$ cat config.mk
export PLATFORM = sky130hd
export DESIGN_NAME = cpld_ram_xmem_ctrl
export DESIGN_NICKNAME = d
export VERILOG_FILES = /design/src/rtl/cpc_xmem_pkg.sv /design/src/rtl/cpc_mem_cycle_fsm.sv /design/src/rtl/cpld_ram_xmem_ctrl.sv
export SDC_FILE = /design/constraint.sdc
export NUM_CORES = 1
export LEC_CHECK = 0
export ABC_AREA = 1
export BUFFER_PORTS_ARGS = -buffer_cell sky130_fd_sc_hd__buf_2
export CAP_MARGIN = 20
export CORE_ASPECT_RATIO = 0.75
export CORE_MARGIN = 2
export CORE_UTILIZATION = 23
export CTS_CLUSTER_SIZE = 12
export DETAILED_ROUTE_END_ITERATION = 6
export PLACE_DENSITY_LB_ADDON = 0.12
export SLEW_MARGIN = 20
export SYNTH_ARGS = -nofsm -noshare
export SYNTH_HDL_FRONTEND = slang
export SYNTH_SLANG_ARGS = --single-unit
$ cat constraint.sdc
create_clock -name clk -period 1.5 [get_ports clk]
set_input_delay 0.3 -clock clk [delete_from_list [all_inputs] [get_ports clk]]
set_output_delay 0.3 -clock clk [all_outputs]
set_load 0.01 [all_outputs]
$ cat src/rtl/cpc_xmem_pkg.sv
// Shared types for the CPC bank-switched RAM expansion: memory-cycle
// state encoding, mapping-mode constants and the region-to-block map.
package cpc_xmem_pkg;

  typedef enum logic [1:0] {
    ST_IDLE = 2'd0,
    ST_RD   = 2'd1,
    ST_WR   = 2'd2,
    ST_HOLD = 2'd3
  } state_t;

  // Mapping modes carried in the low three bits of the config register.
  localparam logic [2:0] MODE_OFF    = 3'd0;  // expansion never serves
  localparam logic [2:0] MODE_TOP    = 3'd1;  // C000 -> block 3
  localparam logic [2:0] MODE_ALL    = 3'd2;  // every region -> same-numbered block
  localparam logic [2:0] MODE_TOP_OD = 3'd3;  // C000 -> block 3, 4000 internal (A15 overdrive)

  // Result of mapping one A15:A14 region under one mode.
  typedef struct packed {
    logic       hit;    // expansion RAM serves this access
    logic [1:0] block;  // 16K block inside the selected 64K bank
    logic       od;     // access wants A15 forced high
  } map_t;

  // Region is A15:A14 of the access; modes 4..7 put block (mode-4) at 4000.
  function automatic map_t xmem_map(input logic [2:0] mode, input logic [1:0] region);
    map_t m;
    m = '{hit: 1'b0, block: 2'd0, od: 1'b0};
    case (mode)
      MODE_OFF: ;
      MODE_TOP: begin
        if (region == 2'd3) begin
          m.hit   = 1'b1;
          m.block = 2'd3;
        end
      end
      MODE_ALL: begin
        m.hit   = 1'b1;
        m.block = region;
      end
      MODE_TOP_OD: begin
        if (region == 2'd3) begin
          m.hit   = 1'b1;
          m.block = 2'd3;
        end else if (region == 2'd1) begin
          m.od = 1'b1;
        end
      end
      default: begin
        if (region == 2'd1) begin
          m.hit   = 1'b1;
          m.block = mode[1:0];
        end
      end
    endcase
    return m;
  endfunction

endpackage

$ cat src/rtl/cpc_mem_cycle_fsm.sv
// Z80 memory-cycle tracker: follows MREQ*/RD*/M1*/RFSH* to decide when an
// expansion read or write is in progress, and stretches writes by HOLD_CYC
// clocks after MREQ* rises so the SRAM sees a clean write end.
module cpc_mem_cycle_fsm
  import cpc_xmem_pkg::*;
#(
  parameter int HOLD_CYC = 1
) (
  input  logic   clk,
  input  logic   reset_b,
  input  logic   mreq_b,
  input  logic   rfsh_b,
  input  logic   rd_b,
  input  logic   m1_b,
  output state_t state,
  output logic   start
);

  localparam logic [1:0] HOLD_LOAD = (HOLD_CYC > 0) ? 2'(HOLD_CYC - 1) : 2'd0;

  logic [1:0] hold_cnt;
  logic       rd_go;
  logic       wr_go;
  logic       can_start;

  // Refresh cycles never qualify, so RFSH* low keeps the machine idle.
  assign rd_go     = !mreq_b && rfsh_b && !rd_b;
  assign wr_go     = !mreq_b && rfsh_b && rd_b && m1_b;
  // A new MREQ* during the write hold abandons the hold and starts afresh.
  assign can_start = (state == ST_IDLE) || ((state == ST_HOLD) && !mreq_b);
  assign start     = can_start && (rd_go || wr_go);

  // Cycle state and hold counter.
  // NOTE: registers update with <= so every flop samples pre-edge values;
  // blocking assignments here would make ordering change the logic.
  always_ff @(posedge clk or negedge reset_b) begin
    if (!reset_b) begin
      state    <= ST_IDLE;
      hold_cnt <= 2'd0;
    end else begin
      case (state)
        ST_IDLE: begin
          if (rd_go)      state <= ST_RD;
          else if (wr_go) state <= ST_WR;
        end
        ST_RD: begin
          if (mreq_b) state <= ST_IDLE;
        end
        ST_WR: begin
          if (mreq_b) begin
            if (HOLD_CYC > 0) begin
              state    <= ST_HOLD;
              hold_cnt <= HOLD_LOAD;
            end else begin
              state <= ST_IDLE;
            end
          end
        end
        ST_HOLD: begin
          if (!mreq_b) begin
            if (rd_go)      state <= ST_RD;
            else if (wr_go) state <= ST_WR;
            else            state <= ST_IDLE;
          end else if (hold_cnt == 2'd0) begin
            state <= ST_IDLE;
          end else begin
            hold_cnt <= hold_cnt - 2'd1;
          end
        end
        default: state <= ST_IDLE;
      endcase
    end
  end

endmodule

$ cat src/rtl/cpld_ram_xmem_ctrl.sv
// Bank-switched RAM expansion controller for the CPC. Decodes 0x7Fxx-family
// config writes into a {bank, mode} register, latches the mapping once per
// memory cycle and drives the SRAM high address, chip select and RAMDIS.
module cpld_ram_xmem_ctrl
  import cpc_xmem_pkg::*;
#(
  parameter int BANK_BITS = 3,
  parameter int HOLD_CYC  = 1,
  parameter int OVERDRIVE = 0
) (
  input  logic                 clk,
  input  logic                 reset_b,
  input  logic [7:0]           adr,
  input  logic [7:0]           data,
  input  logic                 iorq_b,
  input  logic                 mreq_b,
  input  logic                 rfsh_b,
  input  logic                 m1_b,
  input  logic                 wr_b,
  input  logic                 rd_b,
  input  logic                 ramrd_b,
  output logic [BANK_BITS+1:0] ramadrhi,
  output logic                 ramcs_b,
  output logic                 ramoe_b,
  output logic                 ramwe_b,
  output logic                 ramdis,
  output logic                 adr15_oe,
  output logic [BANK_BITS+2:0] cfg_q
);

  // Port address bits below XB carry the inverted bank-group number.
  localparam int XB = BANK_BITS - 3;

  logic                 cfg_hit;
  logic                 cfg_hit_q;
  logic [BANK_BITS-1:0] new_bank;
  state_t               state;
  logic                 start;
  map_t                 map_now;
  logic                 exp_hit_q;
  logic                 od_q;
  logic                 active;

  assign cfg_hit = !iorq_b && !wr_b && !adr[7] && (data[7:6] == 2'b11) && (&adr[6:XB]);

  // With BANK_BITS=3 there are no group bits to pull from the port address.
  if (XB == 0) begin : g_no_group
    assign new_bank = data[5:3];
  end else begin : g_group
    assign new_bank = {~adr[XB-1:0], data[5:3]};
  end

  // Config register: capture only on the first clock of each IO write.
  always_ff @(posedge clk or negedge reset_b) begin
    if (!reset_b) begin
      cfg_hit_q <= 1'b0;
      cfg_q     <= '0;
    end else begin
      cfg_hit_q <= cfg_hit;
      if (cfg_hit && !cfg_hit_q) cfg_q <= {new_bank, data[2:0]};
    end
  end

  cpc_mem_cycle_fsm #(
    .HOLD_CYC (HOLD_CYC)
  ) u_fsm (
    .clk     (clk),
    .reset_b (reset_b),
    .mreq_b  (mreq_b),
    .rfsh_b  (rfsh_b),
    .rd_b    (rd_b),
    .m1_b    (m1_b),
    .state   (state),
    .start   (start)
  );

  // Mapping uses the register value as it stood before this edge, so a
  // config write landing in the same clock only affects later cycles.
  assign map_now = xmem_map(cfg_q[2:0], adr[7:6]);

  // Map latch: frozen for the whole cycle; ramadrhi keeps its last value
  // when the expansion does not serve the access.
  always_ff @(posedge clk or negedge reset_b) begin
    if (!reset_b) begin
      exp_hit_q <= 1'b0;
      od_q      <= 1'b0;
      ramadrhi  <= '0;
    end else if (start) begin
      exp_hit_q <= map_now.hit;
      od_q      <= (OVERDRIVE != 0) && map_now.od;
      if (map_now.hit) ramadrhi <= {cfg_q[BANK_BITS+2:3], map_now.block};
    end
  end

  assign active   = (state != ST_IDLE);
  assign ramcs_b  = !(active && exp_hit_q);
  assign ramdis   = active && exp_hit_q;
  assign adr15_oe = active && od_q;
  assign ramoe_b  = ramrd_b;
  assign ramwe_b  = wr_b;

endmodule

; ---- Yosys cells after proc, flatten, opt, wreduce, memory -nomap -nowiden
; Cells that the tools add are included.
[word_totals]
reg_bits = 17
word_cells = 68
mem_bits_ro = 0
ram_bits = 0
latchBits = 0
output_inout_bits = 16
mem_count = 0
[classes]
n_reduce_logical = 31
n_mux = 15
shifts = 0
bitwise = 0
addsub = 1
magnitude_cmp = 0
mul = 0
div_mod_pow = 0
eq_ne = 15
[ops]
columns = op, count
row1 = two-way mux 2 bit, 10
row2 = logical AND 1 bit, 12
row3 = one-hot mux 3 bit (3 select lines), 1
row4 = "== test 2 bit, second input constant", 4
row5 = "inequality test 2 bit, second input constant", 4
row6 = one-hot mux 2 bit (4 select lines), 1
row7 = AND reduction 4 bit, 2
row8 = zero test 1 bit, 7
row9 = AND reduction 7 bit, 1
row10 = "== test 3 x 2 -> 1 bit, second input constant", 2
row11 = two-way mux 3 bit, 2
row12 = "== test 2 x 1 -> 1 bit, second input constant", 2
row13 = zero test 2 bit, 2
row14 = one-hot mux 2 bit (2 select lines), 1
row15 = nonzero test 2 bit, 2
row16 = "== test 3 x 1 -> 1 bit, second input constant", 1
row17 = zero test 3 bit, 1
row18 = "inequality test 3 x 1 -> 1 bit, second input constant", 1
row19 = "inequality test 3 bit, second input constant", 1
row20 = logical OR 1 bit, 2
row21 = AND reduction 2 bit, 1
row22 = OR reduction 2 bit, 1
row23 = "subtractor 2 x 1 -> 2 bit, second input constant", 1

; ---- Logic depth before layout (Yosys ltp)
[depth]
depth_word = 8
depth_mapped = 9
depth_no_buf = 9

; ---- Modules after synthesis
; A second synthesis with hierarchy kept.
[unflattened]
cells_unflattened = 142
area_unflattened_um2 = 1046.0
[by_module_without_submodules]
columns = mod, n_inst, seq_area_each_um2, cells_per_inst, area_per_inst_um2
row1 = cpld_ram_xmem_ctrl, 1, 325.3, 93, 718.2
row2 = cpc_mem_cycle_fsm, 1, 100.1, 49, 327.8

; ---- Least setup slack after synthesis
; OpenSTA, ideal clock, no wires.
[synth_timing]
path_type = reg2out
start = register u_fsm.state[1]
end = output ramcs_b
t_arrival_ns = 0.858
required_ns = 1.200
setup_slack_ns = 0.342
stages_incl_launch_ff = 4
path_cell_list = dfrtp_1 -> nor2_1 -> nor2_1 -> inv_1
[synth_between]
elab_chain_cells = 3
[synth_lines]
columns = item, line_no
row1 = from (decl), cpc_mem_cycle_fsm.sv:15  ; output state_t state,
row2 = from (signal assigned), cpc_mem_cycle_fsm.sv:38  ; state <= ST_IDLE;
row3 = from (signal assigned), cpc_mem_cycle_fsm.sv:43  ; if (rd_go) state <= ST_RD;
row4 = from (signal assigned), cpc_mem_cycle_fsm.sv:44  ; else if (wr_go) state <= ST_WR;
row5 = nonzero test 2 bit, cpld_ram_xmem_ctrl.sv:95  ; assign active = (state != ST_IDLE);
row6 = logical AND 1 bit, --
row7 = via ramdis, cpld_ram_xmem_ctrl.sv:26  ; output logic ramdis,
row8 = zero test 1 bit, cpld_ram_xmem_ctrl.sv:96  ; assign ramcs_b = !(active && exp_hit_q);
row9 = to (decl), cpld_ram_xmem_ctrl.sv:23  ; output logic ramcs_b,
; The timed path passes the listed nets, and every way through them passes these cells.

; ---- Worst setup path in the final report
[layout_timing]
start = register u_fsm.state[0]
end = output ramcs_b
[layout_between]
elab_chain_cells = 3
[layout_lines]
columns = item, line_no
row1 = nonzero test 2 bit, cpld_ram_xmem_ctrl.sv:95
row2 = logical AND 1 bit, cpld_ram_xmem_ctrl.sv:96
row3 = zero test 1 bit, cpld_ram_xmem_ctrl.sv:96
; No other way between the ends.

==> summary.md <==
| Metric | Value |
|---|---|
| Vias | `950` |
| Setup_tns | `0 ns` |
| DR DRC count | `0` |
| Slew Viols, Final | `0` |
| Startpoint Class | `flip-flop` |
| CTS tree | `yes` |
| Hold Vio Cnt, Final | `0` |
| Worst reg2reg path depth | `6` |
| Final GP Congestion | `0.716` |
| Core ar. | `0.00408 mm2` |
| Synth Register Bits | `17` |
| Worst Hold Class | `in2reg` |
| I/O pins | `41` |
| # diodes | `0` |
| RSZ-0062 raised after global routing | `false` |
| Proportion of synthesized area in mux cells | `0` |
| Max Cap Viol | `0` |
| Initial core utilization | `0.242` |
| Area of the die | `0.00484 mm2` |
| Global-route wire length before repair | `3.72 mm` |
| Final Routed Wirelength | `2.21 mm` |
| Reg clk slew, reported paths | `0.07 ns` |
| Final number of setup-violating endpoints | `0` |
| Worst VDD drop | `358 uV` |
| Nets | `202` |
| Die extent in x | `79.7 um` |
| Post-DRT Antenna Nets | `0` |
| Clk root buf | `clkbuf_8` |
| Pin count of the biggest net entering global routing | `18` |
| Post-synthesis compound-gate area fraction | `0.0418` |
| Synth Area in Simple Gates | `0.412` |
| Netlist Area Pre-Place | `987 um2` |
| DIE HEIGHT | `60.7 um` |
| PD cells | `961 mW/mm2` |
| TritonRoute pass-1 iters | `4` |
| Warnings from Yosys | `0` |
| Post-CTS Setup Repair Bufs | `0` |
| Final worst clock skew | `0.00586 ns` |
| Average size of a mapped cell | `7.26 um2` |
| Sequential element share of the synthesized area | `0.431` |
| Worst setup EP type | `output port` |
| Min Tclk post-route | `1.38 ns` |
| XOR/XNOR Fraction of Synth Area | `0` |
| Slowest-stage cell, CP | `dfrtp_2` |
| Average wire per standard cell | `9.61 um` |
| Layout cells sized above 1 | `0.297` |
| WHS Path Cells | `3` |
| CP arrival | `1.08 ns` |
| CP Cell Sequence | `nor2_4 > nor2_1 > inv_1 > buf_2` |
| Initial DRC count | `30` |
| Critical path data required time | `1.20 ns` |
| Highest clock rate | `0.725 GHz` |
| Port-buffer cells | `37` |
| Crit path largest cell delay | `0.45 ns` |
| Total track usage | `0.101` |
| CP Max Fanout | `5` |
| Worst-Skew Late Latency | `0.25 ns` |
| Initial antenna violation count | `0` |
| LEAKAGE | `0.751 nW` |
| Post-DP HPWL | `1.80 mm` |
| Crit Path Category | `reg2out` |
| Gr ovfl total | `0` |
| Yosys top cell area share | `0.431` |
| Count of cell types in the netlist | `19` |
| Most frequent cells in the layout | `46 x nand2_1, 37 x buf_2, 22 x nand3_1` |
| Layout filler cell count | `446` |
| Post-Synth Adder-Cell Area | `0.0127` |
| Main combinational cell family by area after synthesis | `simple AND/OR/NAND/NOR gates` |
| CTS H-tree lvls | `1` |
| Top post-synthesis cells by area | `dfrtp_1 43%, nand2_1 17%, nand3_1 11%` |
| Final Core Density | `0.316` |
| Cts bufs inserted | `3` |
| Mapped Cells | `136` |
| Routed vias/inst | `4.13` |
| Synth-to-layout area growth | `30.4%` |
| Vias in the first global route | `836` |
| Most common cell after layout, fill and taps aside | `nand2_1` |
| Clock Path Buffers | `2` |
| Clock Sinks | `17` |
| Yosys top cell by area | `dfrtp_1` |
| Status | `finished, final reports clean` |
| Synth Net Count | `162` |
| Num rows | `20` |
| Ratio of final minimum period to clock period | `0.920` |
logic make-up after synthesis:
| kind of cell | after synthesis |
|---|---|
| compound gates | 7 |
| fa+ha+maj | 1 |
| buf+inv | 23 |
| flops | 17 |
| other cells | 1 |
| simple gates | 87 |
area by class of cell:
class	instances	area (um2)	area share
sequential	17	428	0.332
timing repair buffer	38	195	0.152
clock buffer	3	41.3	0.0321
tap	55	68.8	0.0535
multi-input combinational	96	472	0.366
clock inverter	1	7.51	0.00583
inverter	20	75.1	0.0583
synthesized netlist by cell type:
cell type	n
dfrtp_1	17
o21ai_2	1
ha_1	1
o211ai_1	1
nand3_1	22
inv_2	1
nor2_4	1
nor2_2	2
nor2_1	9
nor2_8	1
buf_4	3
nand3_2	1
inv_1	19
o21ai_0	4
nand4_1	4
conb_1	1
nand2_1	46
nand2_4	1
o21ai_1	1
registers in the layout (all words and copies together), names as in the netlist:
signal / cells
cfg_q: 6
u_fsm.hold_cnt: 2
cfg_hit_q: 1
ramadrhi: 5
exp_hit_q: 1
u_fsm.state: 2
per-layer routing:
metal  global-route usage  routed length [um]
met5                    0                   0
met1                0.136                1110
met3               0.0372                 169
met2                0.154                 909
met4               0.0320                  27
metrics by stage:
stage	std cells	worst slack (ns)	cell area [um2]	hold slack, ns	power (mW)
detailed placement	225	0.183	1220	0.243	0.869
CTS	230	0.0171	1280	0.256	1.24
global route	230	0.0128	1290	0.270	1.34
global placement	225	0.188	1220	0.241	0.862
finish	230	0.120	1290	0.265	1.24
floorplan	136	0.342	987	0.00441	0.776
worst max-delay path, delay by kind of cell, from the launching register on:
kind / cells / cell delay [ns]
DFF: 1 / 0.45
and+or+nand+nor: 2 / 0.22
buffers and inverters: 2 / 0.15
power breakdown:
part / internal (mW) / leakage, nW / switching, mW
Sequential: 0.496 / 0.232 / 0.0530
Clock: 0.187 / 0.0217 / 0.162
Combinational: 0.129 / 0.497 / 0.211
path summary, 6_finish.rpt:
check | start | slack [ns] | to
worst min register to register | ramadrhi[0]$_DFFE_PN0P_ | 0.47 | ramadrhi[0]$_DFFE_PN0P_
worst max-delay path | u_fsm.state[0]$_DFFE_PN0P_ | 0.12 | ramcs_b
worst max register to register | cfg_q[0]$_DFFE_PN0P_ | 0.30 | ramadrhi[4]$_DFFE_PN0P_
max in group asynchronous | reset_b | 0.72 | u_fsm.state[0]$_DFFE_PN0P_
worst min-delay path | data[0] | 0.26 | cfg_q[0]$_DFFE_PN0P_
min in group asynchronous | reset_b | 0.49 | cfg_q[1]$_DFFE_PN0P_
repair_timing:
action	in CTS	in global routing
pin swaps	0	1
hold buffers	1	0
endpoints found under the setup margin	2	2
gates resized for setup	1	3
hold endpoints to repair	17	0
No activity file was read; power rests on OpenSTA's default activity.
